==> src/rtl/arbitro_wrr_vc_pkg.sv <==
// Shared types and defaults for the weighted round-robin VC scheduler.
package arbitro_wrr_vc_pkg;

  localparam int unsigned DATA_W_DEF   = 6;
  localparam int unsigned WEIGHT_W_DEF = 3;
  localparam int unsigned CNT_W        = 8;

  typedef enum logic [1:0] {
    IDLE      = 2'd0,
    SERVE_VC0 = 2'd1,
    SERVE_VC1 = 2'd2
  } state_e;

  // Destination-select bit inside a data word.
  function automatic int unsigned dest_bit(input int unsigned data_w);
    return data_w - 2;
  endfunction

endpackage

==> src/rtl/arbitro_wrr_vc_contador_creditos.sv <==
// Per-VC credit counter: loads from weight (0 treated as 1), decrements per pop.
module arbitro_wrr_vc_contador_creditos
  import arbitro_wrr_vc_pkg::*;
#(
  parameter int unsigned WEIGHT_W = WEIGHT_W_DEF
) (
  input  logic                clk,
  input  logic                reset_L,
  input  logic                load_i,
  input  logic                dec_i,
  input  logic [WEIGHT_W-1:0] weight_i,
  output logic [WEIGHT_W-1:0] credit_o,
  output logic                zero_o,
  output logic                last_o
);

  logic [WEIGHT_W-1:0] credit_q, credit_d;

  // Load wins over decrement so a same-VC reload restarts the turn cleanly.
  always_comb begin
    credit_d = credit_q;
    if (load_i) begin
      credit_d = (weight_i == '0) ? WEIGHT_W'(1) : weight_i;
    end else if (dec_i && (credit_q != '0)) begin
      credit_d = credit_q - WEIGHT_W'(1);
    end
  end

  always_ff @(posedge clk) begin
    if (!reset_L) begin
      credit_q <= '0;
    end else begin
      credit_q <= credit_d;
    end
  end

  assign credit_o = credit_q;
  assign zero_o   = (credit_q == '0);
  assign last_o   = (credit_q == WEIGHT_W'(1));

endmodule

==> src/rtl/arbitro_wrr_vc.sv <==
// Weighted round-robin pop scheduler between VC0/VC1 and D0/D1 push stage.
// Optional per-VC forwarded-word counters under ARBITRO_STATS_EN.
module arbitro_wrr_vc
  import arbitro_wrr_vc_pkg::*;
#(
  parameter int unsigned DATA_W   = DATA_W_DEF,
  parameter int unsigned WEIGHT_W = WEIGHT_W_DEF
) (
  input  logic                clk,
  input  logic                reset_L,
  input  logic                enable,
  input  logic [DATA_W-1:0]   VC0_data,
  input  logic [DATA_W-1:0]   VC1_data,
  input  logic                VC0_empty,
  input  logic                VC1_empty,
  input  logic                almost_full_D0,
  input  logic                almost_full_D1,
  input  logic [WEIGHT_W-1:0] weight_VC0,
  input  logic [WEIGHT_W-1:0] weight_VC1,
  output logic                VC0_pop,
  output logic                VC1_pop,
  output logic                D0_push,
  output logic                D1_push,
  output logic [DATA_W-1:0]   D0_data,
  output logic [DATA_W-1:0]   D1_data,
  output logic                idle,
  output logic [CNT_W-1:0]    count_VC0,
  output logic [CNT_W-1:0]    count_VC1
);

  localparam int unsigned DBIT = dest_bit(DATA_W);

  state_e              state_q, state_d;
  logic                load0_c, load1_c, dec0_c, dec1_c;
  logic [WEIGHT_W-1:0] cred0, cred1;
  logic                zero0, zero1, last0, last1;
  logic                blocked_c, pop0_c, pop1_c;
  logic                valid_q, valid_d, src_q, src_d;
  logic                push0_q, push0_d, push1_q, push1_d;
  logic [DATA_W-1:0]   data0_q, data0_d, data1_q, data1_d;
  logic [DATA_W-1:0]   sel_data_c;
  logic                idle_q, idle_d;

  arbitro_wrr_vc_contador_creditos #(.WEIGHT_W(WEIGHT_W)) u_cred_vc0 (
    .clk      (clk),
    .reset_L  (reset_L),
    .load_i   (load0_c),
    .dec_i    (dec0_c),
    .weight_i (weight_VC0),
    .credit_o (cred0),
    .zero_o   (zero0),
    .last_o   (last0)
  );

  arbitro_wrr_vc_contador_creditos #(.WEIGHT_W(WEIGHT_W)) u_cred_vc1 (
    .clk      (clk),
    .reset_L  (reset_L),
    .load_i   (load1_c),
    .dec_i    (dec1_c),
    .weight_i (weight_VC1),
    .credit_o (cred1),
    .zero_o   (zero1),
    .last_o   (last1)
  );

  // Destination is unknown until the word is read, so either almost-full stalls.
  always_comb begin
    state_d   = state_q;
    load0_c   = 1'b0;
    load1_c   = 1'b0;
    dec0_c    = 1'b0;
    dec1_c    = 1'b0;
    pop0_c    = 1'b0;
    pop1_c    = 1'b0;
    blocked_c = almost_full_D0 | almost_full_D1 | ~enable;
    case (state_q)
      IDLE: begin
        if (enable && !VC0_empty) begin
          state_d = SERVE_VC0;
          load0_c = 1'b1;
        end else if (enable && !VC1_empty) begin
          state_d = SERVE_VC1;
          load1_c = 1'b1;
        end
      end
      SERVE_VC0: begin
        if (!blocked_c) begin
          pop0_c = !VC0_empty && !zero0;
          dec0_c = pop0_c;
          if ((pop0_c && last0) || zero0 || VC0_empty) begin
            if (!VC1_empty) begin
              state_d = SERVE_VC1;
              load1_c = 1'b1;
            end else if (!VC0_empty) begin
              load0_c = 1'b1;
            end else begin
              state_d = IDLE;
            end
          end
        end
      end
      SERVE_VC1: begin
        if (!blocked_c) begin
          pop1_c = !VC1_empty && !zero1;
          dec1_c = pop1_c;
          if ((pop1_c && last1) || zero1 || VC1_empty) begin
            if (!VC0_empty) begin
              state_d = SERVE_VC0;
              load0_c = 1'b1;
            end else if (!VC1_empty) begin
              load1_c = 1'b1;
            end else begin
              state_d = IDLE;
            end
          end
        end
      end
      default: state_d = IDLE;
    endcase
    if (!reset_L) begin
      pop0_c = 1'b0;
      pop1_c = 1'b0;
    end
  end

  // Two-stage datapath: pop -> read-data stage -> registered push.
  always_comb begin
    valid_d    = pop0_c | pop1_c;
    src_d      = pop1_c;
    sel_data_c = src_q ? VC1_data : VC0_data;
    push0_d    = valid_q && !sel_data_c[DBIT];
    push1_d    = valid_q &&  sel_data_c[DBIT];
    data0_d    = push0_d ? sel_data_c : data0_q;
    data1_d    = push1_d ? sel_data_c : data1_q;
    idle_d     = (state_d == IDLE) && !valid_d && !push0_d && !push1_d;
  end

  always_ff @(posedge clk) begin
    if (!reset_L) begin
      state_q <= IDLE;
      valid_q <= 1'b0;
      src_q   <= 1'b0;
      push0_q <= 1'b0;
      push1_q <= 1'b0;
      data0_q <= '0;
      data1_q <= '0;
      idle_q  <= 1'b1;
    end else begin
      state_q <= state_d;
      valid_q <= valid_d;
      src_q   <= src_d;
      push0_q <= push0_d;
      push1_q <= push1_d;
      data0_q <= data0_d;
      data1_q <= data1_d;
      idle_q  <= idle_d;
    end
  end

  assign VC0_pop = pop0_c;
  assign VC1_pop = pop1_c;
  assign D0_push = push0_q;
  assign D1_push = push1_q;
  assign D0_data = data0_q;
  assign D1_data = data1_q;
  assign idle    = idle_q;

`ifdef ARBITRO_STATS_EN
  logic [CNT_W-1:0] cnt0_q, cnt0_d, cnt1_q, cnt1_d;

  // Saturating per-source counters, bumped in the same edge that raises the push.
  always_comb begin
    cnt0_d = cnt0_q;
    cnt1_d = cnt1_q;
    if ((push0_d || push1_d) && !src_q && (cnt0_q != '1)) begin
      cnt0_d = cnt0_q + CNT_W'(1);
    end
    if ((push0_d || push1_d) && src_q && (cnt1_q != '1)) begin
      cnt1_d = cnt1_q + CNT_W'(1);
    end
  end

  always_ff @(posedge clk) begin
    if (!reset_L) begin
      cnt0_q <= '0;
      cnt1_q <= '0;
    end else begin
      cnt0_q <= cnt0_d;
      cnt1_q <= cnt1_d;
    end
  end

  assign count_VC0 = cnt0_q;
  assign count_VC1 = cnt1_q;
`else
  assign count_VC0 = '0;
  assign count_VC1 = '0;
`endif

endmodule

==> config.mk <==
export PLATFORM = sky130hd
export DESIGN_NAME = arbitro_wrr_vc
export DESIGN_NICKNAME = d
export VERILOG_FILES = /design/src/rtl/arbitro_wrr_vc_pkg.sv /design/src/rtl/arbitro_wrr_vc_contador_creditos.sv /design/src/rtl/arbitro_wrr_vc.sv
export SDC_FILE = /design/constraint.sdc
export NUM_CORES = 1
export LEC_CHECK = 0
export ABC_AREA = 0
export CAP_MARGIN = 20
export CORE_UTILIZATION = 25
export CTS_CLUSTER_SIZE = 14
export DETAILED_ROUTE_END_ITERATION = 8
export SYNTH_ARGS = -nofsm -noshare
export SYNTH_HDL_FRONTEND = slang
export SYNTH_SLANG_ARGS = --single-unit
==> constraint.sdc <==
create_clock -name clk -period 2.7 [get_ports clk]
set_input_delay 0.54 -clock clk [delete_from_list [all_inputs] [get_ports clk]]
set_output_delay 0.54 -clock clk [all_outputs]
set_load 0.005 [all_outputs]
==> impl_metrics.tcl, run 1 <==
set metrics [dict create \
    die_w_microns 78.33 \
    detailroute.via_count 1257 \
    min_period_over_period_pct 96.35 \
    grt_max_degree 15 \
    antenna_left 0 \
    yosys.area.top_type "dfxtp_1" \
    synth_cell_types 43 \
    grt_pass1_wl_microns 5175 \
    die_h_microns 78.33 \
    diodes 0 \
    power_density_nw_per_um2 378.9 \
    cp-start-kind "input pin" \
    cts_buffer_depth 2 \
    arrival_ps 2060 \
    syn_area_sq_um 1456 \
    cts_tree "done" \
    clock.fmax_mhz 384.4 \
    tightestPinTransition_ps 503.7 \
    endpoint_kind "output port" \
    p_sw_share_pct 26.21 \
    peakVddDrop_uv 167.4 \
    ys_seq_area_share_pct 34.36 \
    finalHoldViolations 0 \
    synth-seq-cells 25 \
    maxCapViolations 0 \
    cts.clk_slew.worst_paths_ps 90 \
    rsz0062_at_grt "false" \
    cts_max_level 1 \
    drv_slew 0 \
    hpwlAfterDp_microns 2479 \
    synth_top_area_share_pct 34.36 \
    overflow 0 \
    num_rows 27 \
    crit_fanout 4 \
    grt_use_total_pct 10.47 \
    first_iter_violations 51 \
    power_frac_comb_pct 18.6 \
    worstSetupPathType "input pin to output port" \
    area_growth_pct 36.17 \
    hp-class "flop to flop" \
    layout_commonest_cell "clkdlybuf4s50_1" \
    setup-tns-final_ps 0 \
    cell_internal_pwr_w 0.0005545 \
    dieArea_sq_um 6135 \
    leakagePower_nw 0.7323 \
    vias_per_cell 4.349 \
    layout-drive-gt1-share_pct 10.60 \
    clk_latency_ps 270 \
    start_util_pct 26.13 \
    final_nets 249 \
    syn_inst 170 \
    hold_ws_ps 474.8 \
    power_switching_w 0.0001970 \
    fillers 590 \
    ys_warn_count 0 \
    cts.sinks 25 \
    slew_headroom_pct 66.42 \
    io_buffers 41 \
    p_total_w 0.0007514 \
    antenna_found_initial 0 \
    required_ps 2160 \
    finClkSkew_ps 2.472 \
    ys_top_cells_by_area "dfxtp_1 34%, buf_4 8.2%, nor2_1 7.7%, ha_1 5.2%, a211oi_1 4.6%" \
    wire_per_inst_microns 10.77 \
    avgSynthCellArea_sq_um 8.567 \
    dr.pass1.iters 4 \
    grt_pass1_vias 1151 \
    setup_ws_ps 98.47 \
    wl_microns 3112 \
    cts_buffers 3 \
    utilization_pct 35.58 \
    finalSetupViolCount 0 \
    final_cell_mix "38 x clkdlybuf4s50_1, 30 x nor2_1, 25 x dfxtp_1" \
    drc 0 \
    post-route-min-period_ps 2602 \
    core_sq_um 5574 \
    outcome "finished, final reports clean" \
    io-pin-count 58 \
    share_seq_of_total_power_pct 51.5 \
    gp_congestion 0.8096 \
    clock_power_share_pct 29.9 \
    root_buffer "clkbuf_8" \
    place_worst_setup_slack_ps -388.4 \
]
==> path summary, 6_finish.rpt <==
| check | start | end | slack, ps | cells after the start |
|---|---|---|---|---|
| max | almost_full_D0 | VC1_pop | 100 | 5 |
| min | D1_data[4] | D1_data[4] | 470 | 2 |
| max reg2reg | u_cred_vc1.credit_o[0] | u_cred_vc1.credit_o[0] | 690 | 7 |
| min reg2reg | D1_data[4] | D1_data[4] | 470 | 2 |
==> layer usage <==
metal | GRT usage, % | vias up | share of wire [%]
li1 | - | 653 | -
met1 | 13.47 | 569 | 47
met2 | 18.07 | 35 | 47
met3 | 2.326 | 0 | 6.5
met4 | 1.667 | 0 | 0
met5 | 0 | - | 0
==> logic make-up (layout without fill, tap and decap cells) <==
kind of cell,Yosys count,in the layout,synth area share [%]
XOR/XNOR,3,3,1.804
AO/OA/AOI/OAI,39,39,22.85
other,1,16,0.2575
buffers and inverters,34,66,13.40
adder cells (fa/ha/maj),6,6,5.155
flip-flops,25,25,34.36
multiplexers,6,6,4.124
AND/OR/NAND/NOR,56,56,18.04
==> through the flow <==
stage | instance area, sq um | instances
3_3_place_gp | 1938 | 285
6_report | 1983 | 289
5_1_grt | 1983 | 289
3_5_place_dp | 1938 | 285
2_1_floorplan | 1513 | 185
4_1_cts | 1992 | 290
==> cell type report <==
class	count	area [sq um]	area share [%]
clock buffers	3	41.29	2.082
clock inverters	1	5.005	0.2524
inverters	10	37.54	1.893
multi-input cells	126	819.5	41.32
flip-flops and latches	25	500.5	25.24
well taps	72	90.09	4.543
repair buffers	52	489.2	24.67
==> cell usage after synthesis <==
library cell	number
a21oi_1	9
o32a_1	1
o41ai_1	1
buf_4	16
o21ai_0	1
a221oi_1	1
nand2b_1	2
inv_1	9
a211o_1	1
o211ai_1	1
a41oi_1	1
ha_1	6
xnor2_1	3
or3b_1	1
or4_1	1
a31oi_1	1
o311ai_1	1
o21ba_1	1
a21o_1	2
a211oi_1	9
a311oi_2	1
or2b_1	1
o2111ai_1	2
nor3_1	1
nor2b_1	2
a21oi_2	1
or4b_1	1
or2_2	1
dfxtp_1	25
mux2i_1	6
inv_2	1
a2111oi_4	2
and3_1	2
o311a_1	1
nor2_1	30
a311oi_1	1
o21bai_1	1
and2_1	5
buf_6	1
nand2_1	7
conb_1	1
nand3_1	2
clkbuf_1	7
==> what timing repair did <==
| item | 4_1_cts | 5_1_grt |
|---|---|---|
| gates resized for setup | 7 | 1 |
| setup endpoints to repair | 2 | 2 |
| hold buffers | 0 | 0 |
| pin swaps | 2 | 4 |
| setup buffers | 1 | 0 |
==> worst max-delay path, stage by stage <==
cell             delay, ps
clkdlybuf4s50_1        420
or3b_4                 450
a2111oi_4              240
and2_1                 170
dlygate4sd2_1          240
==> power groups by stage <==
stage	registers, W	logic (W)	clock network (W)
after floorplan	0.000391	0.0000946	0
after global placement	0.000395	0.000139	0
after detailed placement	0.000395	0.000139	0
after CTS	0.000387	0.000143	0.000237
after global routing	0.000388	0.000156	0.000247
final	0.000387	0.000140	0.000225
==> registers in the layout, summed over array words and instances (netlist names) <==
name / count
D1_push: 1
valid_q: 1
u_cred_vc0.credit_o: 3
D0_push: 1
u_cred_vc1.credit_o: 3
idle: 1
D1_data: 6
D0_data: 6
state_q: 2
src_q: 1
Power figures use the tool's default switching activity.
==> run 2: changes to the inputs <==
--- a/config.mk
+++ b/config.mk
@@ -10,6 +10,7 @@
 export CORE_UTILIZATION = 25
 export CTS_CLUSTER_SIZE = 14
 export DETAILED_ROUTE_END_ITERATION = 8
+export PLACE_DENSITY = 0.52
 export SYNTH_ARGS = -nofsm -noshare
 export SYNTH_HDL_FRONTEND = slang
 export SYNTH_SLANG_ARGS = --single-unit
==> impl_metrics.tcl, run 2 (same netlist as run 1, synthesis figures left out) <==
set metrics [dict create \
    arrival_ps 2070 \
    final_cell_mix "39 x clkdlybuf4s50_1, 30 x nor2_1, 25 x dfxtp_1" \
    cts_buffers 3 \
    clk_latency_ps 280 \
    dr.pass1.iters 4 \
    grt_max_degree 21 \
    peakVddDrop_uv 176.9 \
    post-route-min-period_ps 2606 \
    cts_tree "done" \
    cp_slowest_stage_delay_ps 490 \
    drv_slew 0 \
    die_w_microns 78.33 \
    leakagePower_nw 0.7292 \
    power_switching_w 0.0002095 \
    gp_congestion 0.8023 \
    first_iter_violations 29 \
    slew_headroom_pct 55.08 \
    setup_ws_ps 93.82 \
    required_ps 2160 \
    min_period_over_period_pct 96.53 \
    placed_area_sq_um 1931 \
    fin_area_sq_um 1996 \
    die_h_microns 78.33 \
    tightestPinTransition_ps 673.1 \
    hpwlAfterDp_microns 2577 \
    dieArea_sq_um 6135 \
    wire_per_inst_microns 11.34 \
    cts.sinks 25 \
    cell_internal_pwr_w 0.0005608 \
    final_nets 250 \
    grt_use_total_pct 11.09 \
    detailroute.via_count 1273 \
    clock.fmax_mhz 383.7 \
    cp-start-kind "input pin" \
    maxCapViolations 0 \
    core_sq_um 5574 \
    rsz0062_at_grt "false" \
    power_density_nw_per_um2 386.0 \
    share_seq_of_total_power_pct 50.2 \
    place_worst_setup_slack_ps -409.2 \
    p_sw_share_pct 27.20 \
    cts_buffer_depth 2 \
    cts.clk_slew.worst_paths_ps 100 \
    cts_max_level 1 \
    overflow 0 \
    antenna_found_initial 0 \
    drc 0 \
    antenna_left 0 \
    ctsHoldBuffers 0 \
    cp_cell_sequence "clkdlybuf4s50_1 > or3b_4 > a2111oi_4 > and2_1 > dlygate4sd2_1" \
    vias_per_cell 4.390 \
    finClkSkew_ps 5.427 \
    finalSetupViolCount 0 \
    area_growth_pct 37.03 \
    diodes 0 \
    cp_slowest_cell "clkdlybuf4s50_1" \
    grt_pass1_vias 1185 \
    root_buffer "clkbuf_8" \
    wl_microns 3289 \
    layout_commonest_cell "clkdlybuf4s50_1" \
    endpoint_kind "output port" \
    worstSetupPathType "input pin to output port" \
    hold_ws_ps 483.6 \
    layout-drive-gt1-share_pct 11.01 \
    finalHoldViolations 0 \
    outcome "finished, final reports clean" \
    crit_fanout 2 \
    grt_pass1_wl_microns 5402 \
    power_frac_comb_pct 18.5 \
    clock_power_share_pct 31.3 \
    io_buffers 41 \
    num_rows 27 \
    start_util_pct 26.13 \
    hp-class "flop to flop" \
    io-pin-count 58 \
]
==> run 2: final cells by class <==
type	count	area (sq um)
well taps	72	90.09
repair buffers	53	498.0
clock buffers	3	41.29
inverters	10	37.54
clock inverters	1	8.758
flip-flops and latches	25	500.5
fillers	595	3578
multi-input cells	126	819.5
==> run 2: power groups by stage <==
stage / Sequential [W] / Clock (W) / Combinational (W)
after global placement: 0.000395 / 0 / 0.000140
after CTS: 0.000387 / 0.000249 / 0.000144
after detailed placement: 0.000395 / 0 / 0.000140
after floorplan: 0.000391 / 0 / 0.0000946
after global routing: 0.000388 / 0.000266 / 0.000158
final: 0.000386 / 0.000241 / 0.000143
==> run 2: worst max-delay path, delay by kind of cell <==
kind	cells	cell delay, ps
compound gates	1	220
buf+inv	2	730
simple gates	2	580
==> run 2: path summary, 6_finish.rpt <==
check                                            start  cells after the start                endpoint  slack, ps
worst max register to register  u_cred_vc1.credit_o[0]                      7  u_cred_vc1.credit_o[0]        670
worst min-delay path                           valid_q                      1                    idle        480
worst max-delay path                            enable                      5                 VC1_pop         90
worst min register to register                 valid_q                      1                    idle        480
==> run 2: routing by layer <==
metal / vias to the layer above / global-route usage [%] / part of all wire [%] / wire [microns]
li1: 655 / - / - / -
met1: 572 / 13.40 / 45 / 1482
met2: 40 / 19.30 / 47 / 1561
met3: 6 / 2.209 / 5.6 / 183
met4: 0 / 4.074 / 1.9 / 62
met5: - / 0 / 0 / 0
==> run 2: per-stage QoR <==
step           instances  utilization [%]  power (W)  setup TNS (ps)
3_3_place_gp         284            34.64  0.0005349          -751.0
3_5_place_dp         284            34.64  0.0005349          -769.0
6_report             290            35.80  0.0007702               0
5_1_grt              290            35.80  0.0008124               0
4_1_cts              290            35.80  0.0007797               0
2_1_floorplan        185                -  0.0004858               0
==> run 2: timing repair <==
item,4_1_cts,5_1_grt
buffers inserted,2,0
pin swaps,2,1
resized for setup,7,0
setup endpoints to repair,2,1
